**config.mk**
```make
export PLATFORM = sky130hd
export DESIGN_NAME = alu_unit
export DESIGN_NICKNAME = d
export VERILOG_FILES = /design/src/rtl/alu_unit.sv
export SDC_FILE = /design/constraint.sdc
export NUM_CORES = 1
export LEC_CHECK = 0
export ABC_AREA = 1
export CORE_MARGIN = 5
export CORE_UTILIZATION = 30
export CTS_CLUSTER_SIZE = 28
export DETAILED_ROUTE_END_ITERATION = 10
export SLEW_MARGIN = 20
export SYNTH_ARGS = -nofsm -noshare
export SYNTH_HDL_FRONTEND = slang
export SYNTH_SLANG_ARGS = --single-unit
```
**constraint.sdc**
```tcl
create_clock -name clk -period 0.8 [get_ports clk]
set_clock_uncertainty 0.05 [all_clocks]
set_input_delay 0.08 -clock clk [delete_from_list [all_inputs] [get_ports clk]]
set_output_delay 0.08 -clock clk [all_outputs]
set_load 0.01 [all_outputs]
```
**src/rtl/alu_unit.sv**
```systemverilog
// alu_unit -- 32-bit integer ALU with registered result and status flags.
//
// Combines operands A and B according to a 4-bit operation select. Result,
// sign, carry and zero are all registered, so they appear one clock after the
// inputs are presented. One operation per cycle; there is no valid/ready
// handshake and no stall -- every rising edge with rst low captures whatever
// A/B/Sel combination is present at that moment.
//
// Ports:
//   clk     in   1      system clock, rising-edge active
//   rst     in   1      asynchronous, active-high reset (clears all outputs)
//   A       in   WIDTH  value operand (add / complement / logic / shift)
//   B       in   WIDTH  addend, logic operand, or shift amount in B[4:0]
//   Sel     in   4      operation select (0 ADD, 1 COMP, 2 AND, 3 XOR,
//                       4 SLL, 5 SRL, 6 SRA, 7-15 reserved -> 0)
//   result  out  WIDTH  registered operation result
//   sign    out  1      registered result MSB
//   carry   out  1      registered carry / last-shifted-out bit
//   zero    out  1      registered (result == 0)

module alu_unit #(
  parameter int WIDTH = 32
) (
  input  logic             clk,
  input  logic             rst,
  input  logic [WIDTH-1:0] A,
  input  logic [WIDTH-1:0] B,
  input  logic [3:0]       Sel,
  output logic [WIDTH-1:0] result,
  output logic             sign,
  output logic             carry,
  output logic             zero
);

  localparam int SHW = $clog2(WIDTH);

  localparam logic [3:0] OP_ADD  = 4'd0;
  localparam logic [3:0] OP_COMP = 4'd1;
  localparam logic [3:0] OP_AND  = 4'd2;
  localparam logic [3:0] OP_XOR  = 4'd3;
  localparam logic [3:0] OP_SLL  = 4'd4;
  localparam logic [3:0] OP_SRL  = 4'd5;
  localparam logic [3:0] OP_SRA  = 4'd6;

  logic [SHW-1:0]          sh;
  logic [WIDTH:0]          sum_w;
  logic [WIDTH:0]          neg_w;
  logic [WIDTH:0]          shl_w;
  logic [WIDTH:0]          shr_w;
  logic signed [WIDTH:0]   sra_w;

  logic [WIDTH-1:0] result_d, result_q;
  logic             carry_d,  carry_q;
  logic             sign_d,   sign_q;
  logic             zero_d,   zero_q;

  assign sh = B[SHW-1:0];

  // One extra bit on every datapath catches the carry or the last bit shifted
  // out. For left shifts it lands in bit WIDTH (A[WIDTH-sh]); for right
  // shifts a guard bit below the LSB ends up in bit 0 (A[sh-1]). With sh=0
  // both of those extra bits are the zero padding, which gives carry=0.
  assign sum_w = {1'b0, A} + {1'b0, B};
  assign neg_w = {1'b0, ~A} + {{WIDTH{1'b0}}, 1'b1};
  assign shl_w = {1'b0, A} << sh;
  assign shr_w = {A, 1'b0} >> sh;
  assign sra_w = $signed({A, 1'b0}) >>> sh;

  always_comb begin
    result_d = '0;
    carry_d  = 1'b0;
    case (Sel)
      OP_ADD: begin
        result_d = sum_w[WIDTH-1:0];
        carry_d  = sum_w[WIDTH];
      end
      OP_COMP: begin
        result_d = neg_w[WIDTH-1:0];
        carry_d  = neg_w[WIDTH];
      end
      OP_AND: result_d = A & B;
      OP_XOR: result_d = A ^ B;
      OP_SLL: begin
        result_d = shl_w[WIDTH-1:0];
        carry_d  = shl_w[WIDTH];
      end
      OP_SRL: begin
        result_d = shr_w[WIDTH:1];
        carry_d  = shr_w[0];
      end
      OP_SRA: begin
        result_d = sra_w[WIDTH:1];
        carry_d  = sra_w[0];
      end
      default: begin
        result_d = '0;
        carry_d  = 1'b0;
      end
    endcase
    // Flags are derived from the next result so they line up with it; zero is
    // its own flop because it must read 0 (not 1) while reset is held.
    sign_d = result_d[WIDTH-1];
    zero_d = (result_d == '0);
  end

  always_ff @(posedge clk or posedge rst) begin
    if (rst) begin
      result_q <= '0;
      carry_q  <= 1'b0;
      sign_q   <= 1'b0;
      zero_q   <= 1'b0;
    end else begin
      result_q <= result_d;
      carry_q  <= carry_d;
      sign_q   <= sign_d;
      zero_q   <= zero_d;
    end
  end

  assign result = result_q;
  assign carry  = carry_q;
  assign sign   = sign_q;
  assign zero   = zero_q;

endmodule

```
==> results of run 1 <==
## power by group
part           switching [mW]  internal (mW)
sequential             0.0579           1.89
combinational            6.44           4.89
clock                   0.777           1.79
## layer usage
layer | global-route usage (%) | wire [um] | up-vias
met2 | 50.9 | 26400 | 741
met5 | 0 | 0 | -
li1 | - | - | 7085
met4 | 11.7 | 2990 | 0
met3 | 4.32 | 4440 | 158
met1 | 40.6 | 23600 | 7080
## final cells by class
| cell class | instances | area [sq um] | share of cell area [%] |
|---|---|---|---|
| multi-input combinational | 1514 | 10500 | 58.5 |
| timing repair buffer | 588 | 5020 | 27.9 |
| inverter | 223 | 903 | 5.02 |
| sequential | 34 | 851 | 4.73 |
| tap | 396 | 495 | 2.75 |
| clock buffer | 5 | 125 | 0.696 |
| clock inverter | 3 | 68.8 | 0.383 |
## path summary, 6_finish.rpt
kind,slack [ns],start,depth (start not counted),to
max,-1.15,B[2],17,zero
min,0.14,rst,3,result[8]
max in group asynchronous,0.43,rst,3,result[27]
min in group clk,0.42,A[17],6,result[17]
## flip-flops by register name, indices dropped and copies added (netlist names)
register  count
carry         1
zero          1
result       32
## synth_stat cells, types with 2 or more instances
library cell  number
buf_1              6
a21oi_1           35
nand3_1          480
buf_6              6
nand3_2           19
clkinv_1           5
clkbuf_1          16
nor2_1           175
nand3b_1          10
buf_4              6
o211ai_1           9
nor3_1             9
ha_1              34
nand2_4            9
nor2_2            12
o21ai_1            5
dfrtp_1           34
buf_2             37
nor4_1             2
and2_1             5
nand4_1           27
inv_2             10
o22ai_1           16
nor2_4             4
nand2_2           25
inv_1            207
nand2_1          599
o21ai_0           27
## layout by cell type (no fill, tap or decap), drive strengths merged
cell           synthesis  final
nand2                633    633
buf                   56    565
nand3                500    500
inv                  218    216
nor2                 191    191
a21oi                 35     35
ha                    34     34
dfrtp                 34     34
o21ai                 32     32
nand4                 28     28
o22ai                 16     16
clkbuf                16     12
nand3b                11     11
nor3                  10     10
o211ai                 9      9
dlygate4sd2            0      9
clkinv                 5      6
clkdlybuf4s15          0      5
and2                   5      5
clkinvlp               0      2
bufinv                 0      2
clkdlybuf4s50          0      2
nor4                   2      2
or2                    1      1
o21bai                 1      1
xnor2                  1      1
a31oi                  1      1
a21boi                 1      1
xor2                   1      1
a41oi                  1      1
fa                     1      1
## tightest hold or removal path, cell delays in order
cell and delay (ns):
clkdlybuf4s50_1 0.44, clkinvlp_4 0.13, buf_12 0.16
## cell families (layout without fill, tap and decap cells)
| kind of cell | after synthesis | in the layout | share of synthesized area (%) |
|---|---|---|---|
| DFF | 34 | 34 | 9.10 |
| xor gates and xnor gates | 2 | 2 | 0.187 |
| adders and majority gates | 35 | 35 | 4.77 |
| AOI/OAI and AO/OA | 96 | 96 | 5.70 |
| and+or+nand+nor | 1381 | 1381 | 67.0 |
| buffers and inverters | 295 | 819 | 13.2 |
## timing repair
| item | 4_1_cts | 5_1_grt |
|---|---|---|
| pin swaps | 246 | 170 |
| gates resized for setup | 920 | 302 |
| setup endpoints to repair | 69 | 69 |
| buffers inserted | 68 | 23 |
==> impl_metrics.csv, run 1 <==
group,metric,value,unit
placement,place_congestion,1.07,
synthesis,synth-warning-count,0,
placement,hpwl,46.3,mm
power_and_ir_drop,power_density,881,nW/um^2
grt,grt_usage,30.7,%
layout,stdcell_area,18000,sq um
worst_setup_path,crit_type,"primary input to flip-flop",
worst_setup_path,worst_ep_arrival_time,2.12,ns
status,violations,"setup timing",
timing,finalSetupTns,-32.39,ns
synthesis,synthCells,1843,
grt,overflow,0,
clock_network,cts-root-to-sink-buffers,2,
synthesis,ys_types,42,
grt,grt_max_degree,29,
worst_setup_path,cp.required,0.96,ns
drt,totalWireLength,57.4,mm
layout,layout.cells.non_filler,2763,
status,outcome,"finished with violations",
clock_network,path_clk_slew,0.06,ns
drt,routedWlPerCell,20.8,um
layout,fill_cells,2895,
drt,drt_iter0_markers,1565,
synthesis,ys_seq_elements,34,
synthesis,synth_top_area_share,25.7,%
drt,drc,0,
timing,finalWorstSetupSlack,-1.15,ns
worst_setup_path,cp_max_fo,6,
synthesis,synth_area_leaders,"nand3_1 26%, nand2_1 24%, dfrtp_1 9.1%",
layout,finalNetCount,2471,
floorplan,fp.dieW,187,um
grt,antenna_found_initial,0,
worst_setup_path,path_cells,"buf_12 -> ha_4 -> inv_4 -> nand2_4 -> buf_4 -> and2_4 -> nand2_2 -> nand3_4 -> nor2_1 -> nor2_1 -> nand2_1 -> nand2_2 -> a21oi_2 -> nand2_1 -> nor2_2 -> nand3_2 -> nor2_2",
drt,viasPerCell,5.45,
synthesis,netlist_area,9350,sq um
grt,grt_pass1_wl,85.2,mm
clock_network,numCtsBuffers,5,
floorplan,die_area,34800,sq um
timing,period_needed,1.95,ns
drt,antenna_violating_nets_post_route,0,
layout,drive_gt1_share,53.9,%
worst_setup_path,max_stage_delay,0.27,ns
worst_setup_path,crit_family,"simple AND/OR/NAND/NOR gates",
grt,grt_pass1_vias,14500,
power_and_ir_drop,finalPower,15.8,mW
power_and_ir_drop,ir_drop,0.869,mV
clock_network,htree_levels,2,
layout,final_util,58.6,%
floorplan,num_rows,64,
clock_network,cts_hold_buf,0,
timing,whs,0.144,ns
synthesis,syn-num-nets,1948,
placement,port-buffer-count,104,
worst_setup_path,crit_slowest_cell,"ha_4",
floorplan,start_util,30.5,%
timing,grt_setup_unrepaired,"yes",
placement,dp_cells,2684,
drt,via_count,15100,
power_and_ir_drop,leakage,9.03,nW
synthesis,synth.largest_area_cell,"nand3_1",
worst_hold_path,hp-class,"primary input to async pin",
clock_network,cts_tree,"done",
timing,drv_slew,0,
worst_setup_path,end_kind,"flip-flop",
synthesis,async_flop_share,100,%
timing,worst_slew_margin_rel,75.6,%
synthesis,ys_seq_area_share,9.10,%
clock_network,cts_root_buffer,"clkbuf_16",
layout,antenna_cells,0,
flow_run,cap_viol_max_count,0,
timing,setup_violations,69,
floorplan,core_area,30700,sq um
timing,hold_viol,0,
floorplan,io_pins,105,
layout,synthToLayoutAreaGrowth,92.4,%
worst_setup_path,path_buf_inv,3,
placement,dp_slack,-2.09,ns
synthesis,synth_edf_count,0,
worst_setup_path,startpoint_type,"primary input",
clock_network,cts.sinks,34,
timing,worst_slew_pin_slew,0.365,ns
synthesis,avgSynthCellArea,5.07,sq um
timing,max_freq,512,MHz
drt,drt_first_pass_iters,8,
floorplan,die_h,187,um
placement,placed_cell_area,14400,sq um
timing,fin_crit_sh,244,%
synthesis,synth_ff_type,"dfrtp_1",
(Power assumes the default switching activity.)
==> run 2: changes to the inputs <==
Settings changed: CORE_MARGIN 5 to unset, SKIP_LAST_GASP set to 1.
==> impl_metrics.csv, run 2 (synthesis results as in run 1) <==
group,metric,value,unit
timing,fin_crit_sh,247,%
status,outcome,"finished with violations",
grt,grt_max_degree,51,
timing,period_needed,1.97,ns
timing,finalWorstSetupSlack,-1.17,ns
floorplan,fp.dieW,179,um
grt,grt_pass1_wl,86.1,mm
layout,finalNetCount,2483,
layout,layout_commonest_cell,"buf_4",
worst_hold_path,hp-class,"primary input to async pin",
timing,worst_slew_margin_rel,72.9,%
flow_run,cap_viol_max_count,0,
power_and_ir_drop,finalPower,15.9,mW
power_and_ir_drop,p_int,8.66,mW
floorplan,die_h,179,um
timing,worst_slew_pin_slew,0.404,ns
floorplan,start_util,30.6,%
layout,synthToLayoutAreaGrowth,94.4,%
timing,grt_setup_unrepaired,"yes",
placement,port-buffer-count,104,
power_and_ir_drop,p_sw_share,45.6,%
drt,drt_first_pass_iters,6,
clock_network,cts_root_buffer,"clkbuf_16",
timing,hold_viol,0,
layout,fill_cells,2849,
grt,antenna_found_initial,1,
timing,max_freq,506,MHz
drt,antenna_violating_nets_post_route,0,
drt,drc,0,
drt,viasPerCell,5.38,
power_and_ir_drop,clkPwrFrac,16.1,%
layout,drive_gt1_share,53.2,%
layout,largest_register_ffs,32,
power_and_ir_drop,leakage,9.19,nW
power_and_ir_drop,power_density,876,nW/um^2
clock_network,numCtsBuffers,5,
worst_setup_path,worst_ep_arrival_time,2.15,ns
floorplan,num_rows,64,
clock_network,cts_tree,"done",
timing,setup_violations,69,
drt,totalWireLength,58.4,mm
clock_network,path_clk_slew,0.06,ns
power_and_ir_drop,ir_drop,0.939,mV
drt,drt_iter0_markers,1404,
worst_setup_path,cp_max_fo,4,
placement,place_congestion,1.03,
drt,routedWlPerCell,21.0,um
floorplan,core_area,30600,sq um
worst_setup_path,end_kind,"flip-flop",
layout,final_cell_mix,"391 x buf_4, 385 x nand2_1, 319 x nand3_1",
drt,via_count,14900,
worst_setup_path,cp.required,0.97,ns
grt,grt_usage,36.1,%
grt,overflow,0,
power_and_ir_drop,power_frac_seq,12.2,%
placement,placed_cell_area,14500,sq um
worst_setup_path,startpoint_type,"primary input",
power_and_ir_drop,p_sw,7.26,mW
worst_setup_path,crit_type,"primary input to flip-flop",
clock_network,cts-root-to-sink-buffers,2,
floorplan,io_pins,105,
placement,hpwl,47.2,mm
layout,stdcell_area,18200,sq um
status,violations,"setup timing",
clock_network,htree_levels,2,
timing,drv_slew,0,
power_and_ir_drop,combinationalPowerShare,71.7,%
grt,grt_pass1_vias,14600,
floorplan,die_area,31900,sq um
clock_network,cts.sinks,34,
==> run 2: cell types whose count changed in the layout (fill, tap and decap cells not counted), sizes merged <==
cell	previous run	this run
buf	565	571
dlygate4sd2	9	12
clkdlybuf4s15	5	7
clkbuf	12	13
clkinv	6	7
diode	0	1
inv	216	215
==> run 2: per-layer routing <==
layer | routed length (um) | track usage (%) | vias up
li1 | - | - | 7106
met1 | 23900 | 46.1 | 7042
met2 | 27400 | 60.8 | 611
met3 | 3860 | 4.18 | 171
met4 | 3210 | 15.7 | 0
met5 | 0 | 0 | -
==> run 2: what timing repair did <==
action                                  in CTS  in global routing
hold buffers                                 0                  0
pin swaps                                  254                173
gates resized for setup                    910                278
endpoints found under the setup margin      69                 69
buffers inserted                            80                 28
cloned                                       1                  2
==> run 2: worst max-delay path, cell delays in order <==
cell,delay (ns)
buf_8,0.08
ha_4,0.15
inv_4,0.04
fa_2,0.36
inv_2,0.10
nand3_2,0.09
nand3_4,0.10
nand2_1,0.07
nand2_1,0.05
nor2_1,0.05
nor2_2,0.14
nand2_2,0.11
nand3b_1,0.26
nor2_1,0.13
nand2_1,0.06
nor2_1,0.10
nand3_1,0.10
nor2_2,0.08
==> run 2: path summary, 6_finish.rpt <==
check	start	end	slack [ns]	depth (start not counted)
hold / removal	rst	result[13]	0.13	3
min in group clk	A[26]	result[26]	0.44	8
max in group asynchronous	rst	carry	0.39	3
setup / recovery	B[0]	zero	-1.17	18
==> run 2: power groups by stage <==
| stage | sequential [mW] | combinational, mW | clock (mW) |
|---|---|---|---|
| floorplan | 2.05 | 4.19 | 0 |
| global placement | 1.97 | 8.66 | 0 |
| detailed placement | 1.97 | 8.70 | 0 |
| CTS | 1.94 | 10.4 | 2.58 |
| global route | 1.97 | 12.1 | 2.64 |
| finish | 1.95 | 11.4 | 2.56 |
==> run 2: per-stage QoR <==
stage | worst slack, ns | cells | hold WS [ns] | setup TNS (ns) | util (%)
after floorplan | -1.01 | 1843 | -0.0292 | -19.18 | -
after global placement | -2.16 | 2688 | 0.430 | -62.36 | 47.4
after detailed placement | -2.21 | 2688 | 0.437 | -63.48 | 47.4
after CTS | -1.18 | 2761 | 0.135 | -32.81 | 56.1
after global routing | -1.28 | 2776 | 0.178 | -35.95 | 59.4
final | -1.17 | 2776 | 0.128 | -32.97 | 59.4
==> run 2: final cells by class <==
type | count | area (sq um) | area share [%]
Tap cell | 396 | 495 | 2.73
Inverter | 223 | 901 | 4.96
Timing Repair Buffer | 600 | 5290 | 29.1
Antenna cell | 1 | 2.50 | 0.0138
Clock buffer | 5 | 125 | 0.688
Clock inverter | 3 | 68.8 | 0.379
Sequential cell | 34 | 851 | 4.68
Multi-Input combinational cell | 1514 | 10400 | 57.5
==> RTL change 1, RTL diff (settings of run 2) <==
`WIDTH`: 32 -> 16.
--- a/src/rtl/alu_unit.sv
+++ b/src/rtl/alu_unit.sv
@@ -19,7 +19,7 @@
 //   zero    out  1      registered (result == 0)
 
 module alu_unit #(
-  parameter int WIDTH = 32
+  parameter int WIDTH = 16
 ) (
   input  logic             clk,
   input  logic             rst,
Interface: changed (resized A, B and result); port bits go from 105 to 57. The function was not compared with the original's and may differ.
==> RTL change 1 against run 2 <==
The run still ends with negative setup slack left. Synthesized area is 56% lower. Via count is 59% lower. Final cell count is 57% lower. Setup slack better by 0.23 ns. Largest cell class unchanged. Largest power group unchanged. Wire length is 68% lower. Total power is 60% lower. Non-clock buffer count is 337 lower. Fmax is 13% higher. Design area is 58% lower. First-iteration DRC count is 62% lower. Sequential cell count is 16 lower.
==> RTL change 1: results (changes against run 2) <==
Final layout
  – Largest register FFs: 16 (-50%)
  – Share of cells above drive strength 1: 50.9% (-2.2 points)
  – Multi-input gate share of total cell area: 55.9% (-1.6 points)
  – Non-clk bufs: 263 (-56%)
  – Comb_multi_in: 657 (-57%)
  – ClkCell Share: 0.985% (-0.082 points)
  – Clock buffer count: 3 (-2)
  – Synth-to-layout area growth: 87.0%
  – FILL cells: 1268 (-55%)
  – Register Area: 450 um2 (-47%)
  – Invs w/o clock: 84 (-62%)
  – N_diodes: 0 (-1)
  – Nets@finish: 1084 (-56%)

Yosys
  – Synth cell count leaders: 289 x nand2_1, 123 x nand3_1, 102 x nor2_1
  – Top cells by area, synth: nand2_1 27%, nand3_1 15%, dfrtp_1 11%, nor2_1 9.4%, inv_1 6.7%
  – Netlist cell types: 34 (-19%)
  – Post-Syn Nets: 839 (-57%)
  – Flops & latches, synth: 18 (-47%)

Placed design
  – Routability Congestion: 1.01 (-2.3%)
  – IO Port Bufs: 56 (-46%)
  – Place WS: -1.78 ns (+0.429 ns)
  – Post-DP HPWL: 14100 um (-70%)
  – Cell Area, Placed: 0.00630 mm2 (-57%)

Clock tree
  – Post-CTS Setup Bufs: 27 (-66%)
  – Number of gates resized after CTS: 348 (-62%)
  – H-tree Lvls: 1 (-1)

Power and ir drop
  – Reg power frac: 16.2% (+4.0 points)
  – Pleak: 3.96 nW (-57%)
  – Comb pwr share: 69.2% (-2.5 points)
  – VDD IR max: 551 uV (-41%)
  – Switching Share: 42.1% (-3.5 points)

Timing
  – Pin slew with the least headroom to its limit: 0.401 ns (-0.00340 ns)
  – Finish-stage setup viols: 37 (-46%)
  – Setup ws final: -0.945 ns (+0.229 ns)
  – Setup total negative slack: -13.32 ns (+19.65 ns)

Drt
  – Metal2 WL: 8700 um (-68%)
  – Met3 Wirelength: 1330 um (-66%)
  – Vias per std cell: 5.08 (-5.5%)
  – DRT Wirelength: 18900 um (-68%)
  – DR iter-0 viols: 532 (-62%)

GRT
  – Number of global-route vias before repair: 5569 (-62%)
  – Met2 usage: 40.9% (-20 points)
  – GR Util met3: 2.22% (-2.0 points)
  – Total track usage: 25.0% (-11 points)
  – Pin count of the biggest net entering global routing: 32 (-37%)

Run status
  – Outcome: finished with violations
  – Failing checks: negative setup slack

Setup path
  – Worst Path Arrival: 1.86 ns (-0.29 ns)
  – Worst-path maximum fanout: 2 (-2)
-- RTL change 1: changes by cell type in the layout (fill, tap and decap cells not counted), moves of 49 or more --
cell | before | now
nand3_2 | 144 | 41
inv_1 | 156 | 54
buf_4 | 391 | 153
nand3_1 | 319 | 87
buf_6 | 97 | 45
nand2_1 | 385 | 216
nand2_2 | 163 | 56
nand2_4 | 78 | 29
-- RTL change 1: worst paths after layout --
check	from	cells past startpoint	to	slack, ns
worst max-delay path	B[0]	16	zero	-0.95
worst min-delay path	rst	3	result[10]	0.11
max in group asynchronous	rst	3	result[4]	0.47
min in group clk	B[3]	7	result[10]	0.46
-- RTL change 1: worst min-delay path: cells and delay by family --
family                 cells  cell delay, ns
buffers and inverters      3            0.65
-- RTL change 1: cells by family after synthesis --
family,Yosys count,share of synthesized area [%]
AND/OR/NAND/NOR,573,62.8
flip-flops,18,11.1
buffers and inverters,107,11.6
adder cells (fa/ha/maj),19,6.02
AO/OA/AOI/OAI,65,8.48
==> RTL change 2, RTL diff (flow settings as in run 2) <==
Without the edit above. Put one more register stage on the output `zero`, cleared by the reset. The value now appears one clock later. The other outputs are not delayed to match. Comments in the files are not updated.
--- a/src/rtl/alu_unit.sv
+++ b/src/rtl/alu_unit.sv
@@ -120,7 +120,13 @@
   assign result = result_q;
   assign carry  = carry_q;
   assign sign   = sign_q;
-  assign zero   = zero_q;
+  always_ff @(posedge clk or posedge rst) begin
+    if (rst) begin
+      zero <= '0;
+    end else begin
+      zero <= zero_q;
+    end
+  end
 
 endmodule
 
Check against the original RTL: not equivalent (Yosys sat finds a counterexample within 4 cycles, from zero or initial values and one cycle with rst high).
==> RTL change 2 against run 2 <==
The flow still finishes with violations (negative setup slack). Worst hold slack improved by 0.015 ns. Synthesized area grew 0.27%. Design area shrank 0.42%. Total power is 5.6% lower. Wire length down 0.97%. Setup slack improved by 0.015 ns. Sequential cell count increased by 1. Sequential share of layout area grew 0.16 points. Non-clock buffer count grew 34. First-iteration DRC count is 10% higher. Largest cell class unchanged. Largest power group unchanged. Highest routed layer unchanged.
==> RTL change 2: results (changes against run 2) <==
GRT
  – Total track usage: 35.0% (-1.1 points)
  – Pin count of the biggest net entering global routing: 34 (-33%)
  – Routing usage on met1: 47.8% (+1.8 points)
  – Number of global-route vias before repair: 14100 (-3.1%)
  – Met2 usage: 56.2% (-4.6 points)

Placed design
  – Placed Cells: 2718 (+1.1%)
  – Routability Congestion: 0.995 (-3.7%)
  – Post-DP HPWL: 47100 um (-0.22%)
  – Cell Area, Placed: 0.0148 mm2 (+2.0%)

Power and ir drop
  – Int Pwr: 0.00801 W (-7.5%)
  – VDD IR max: 890 uV (-5.2%)
  – Clock share of power: 11.9% (-4.2 points)
  – Pleak: 9.17 nW (-0.16%)
  – Reg power frac: 13.3% (+1.1 points)

Yosys
  – Top cells by area, synth: nand3_1 26%, nand2_1 24%, dfrtp_1 9.3%, inv_1 8.3%, nor2_1 7.0%
  – Post-Syn Nets: 1949 (+0.051%)
  – Post-Synthesis Cells: 1844 (+0.054%)
  – Compound-Gate Fraction of Synth Area: 5.69% (-0.015 points)

Final layout
  – Nets@finish: 2518 (+1.4%)
  – FILL cells: 2863 (+0.49%)
  – Share of cells above drive strength 1: 51.7% (-1.5 points)

Drt
  – Post-DR wirelength/cell: 20.6 um (-2.2%)
  – DR iter-0 viols: 1551 (+10%)
  – Vias per std cell: 5.46 (+1.5%)

Timing
  – Finish-stage setup viols: 69 (unchanged)
  – Hold slack final: 0.143 ns (+0.0151 ns)
  – Setup ws final: -1.16 ns (+0.0149 ns)

Setup path
  – Critical Path End: zero_q
  – Setup crit start: B[26]
  – Worst-path maximum fanout: 3 (-1)

Run status
  – Outcome: finished with violations
  – Failing checks: negative setup slack

Clock tree
  – Number of gates resized after CTS: 791 (-13%)
RTL change 2: cell type report:
cell class,count,area (um2),share of cell area [%]
tap,396,495,2.74
timing repair buffer,634,5520,30.5
inverter,223,915,5.05
sequential,35,876,4.84
multi-input combinational,1514,10200,56.1
clock inverter,1,5.00,0.0277
clock buffer,7,133,0.733
RTL change 2: layer usage:
metal	vias up	share of wire, %
li1	7196	-
met5	-	0
met1	7252	43
met3	157	7.6
met2	742	44
met4	0	5.3
RTL change 2: through the flow:
stage / util [%] / total power (W) / setup slack [ns] / TNS (ns)
2_1_floorplan: - / 0.00629 / -1.01 / -19.18
3_3_place_gp: 48.2 / 0.0108 / -2.08 / -61.61
3_5_place_dp: 48.2 / 0.0109 / -2.03 / -61.97
4_1_cts: 54.7 / 0.0139 / -1.13 / -32.21
5_1_grt: 59.0 / 0.0158 / -1.27 / -35.44
6_report: 59.0 / 0.0150 / -1.16 / -32.30
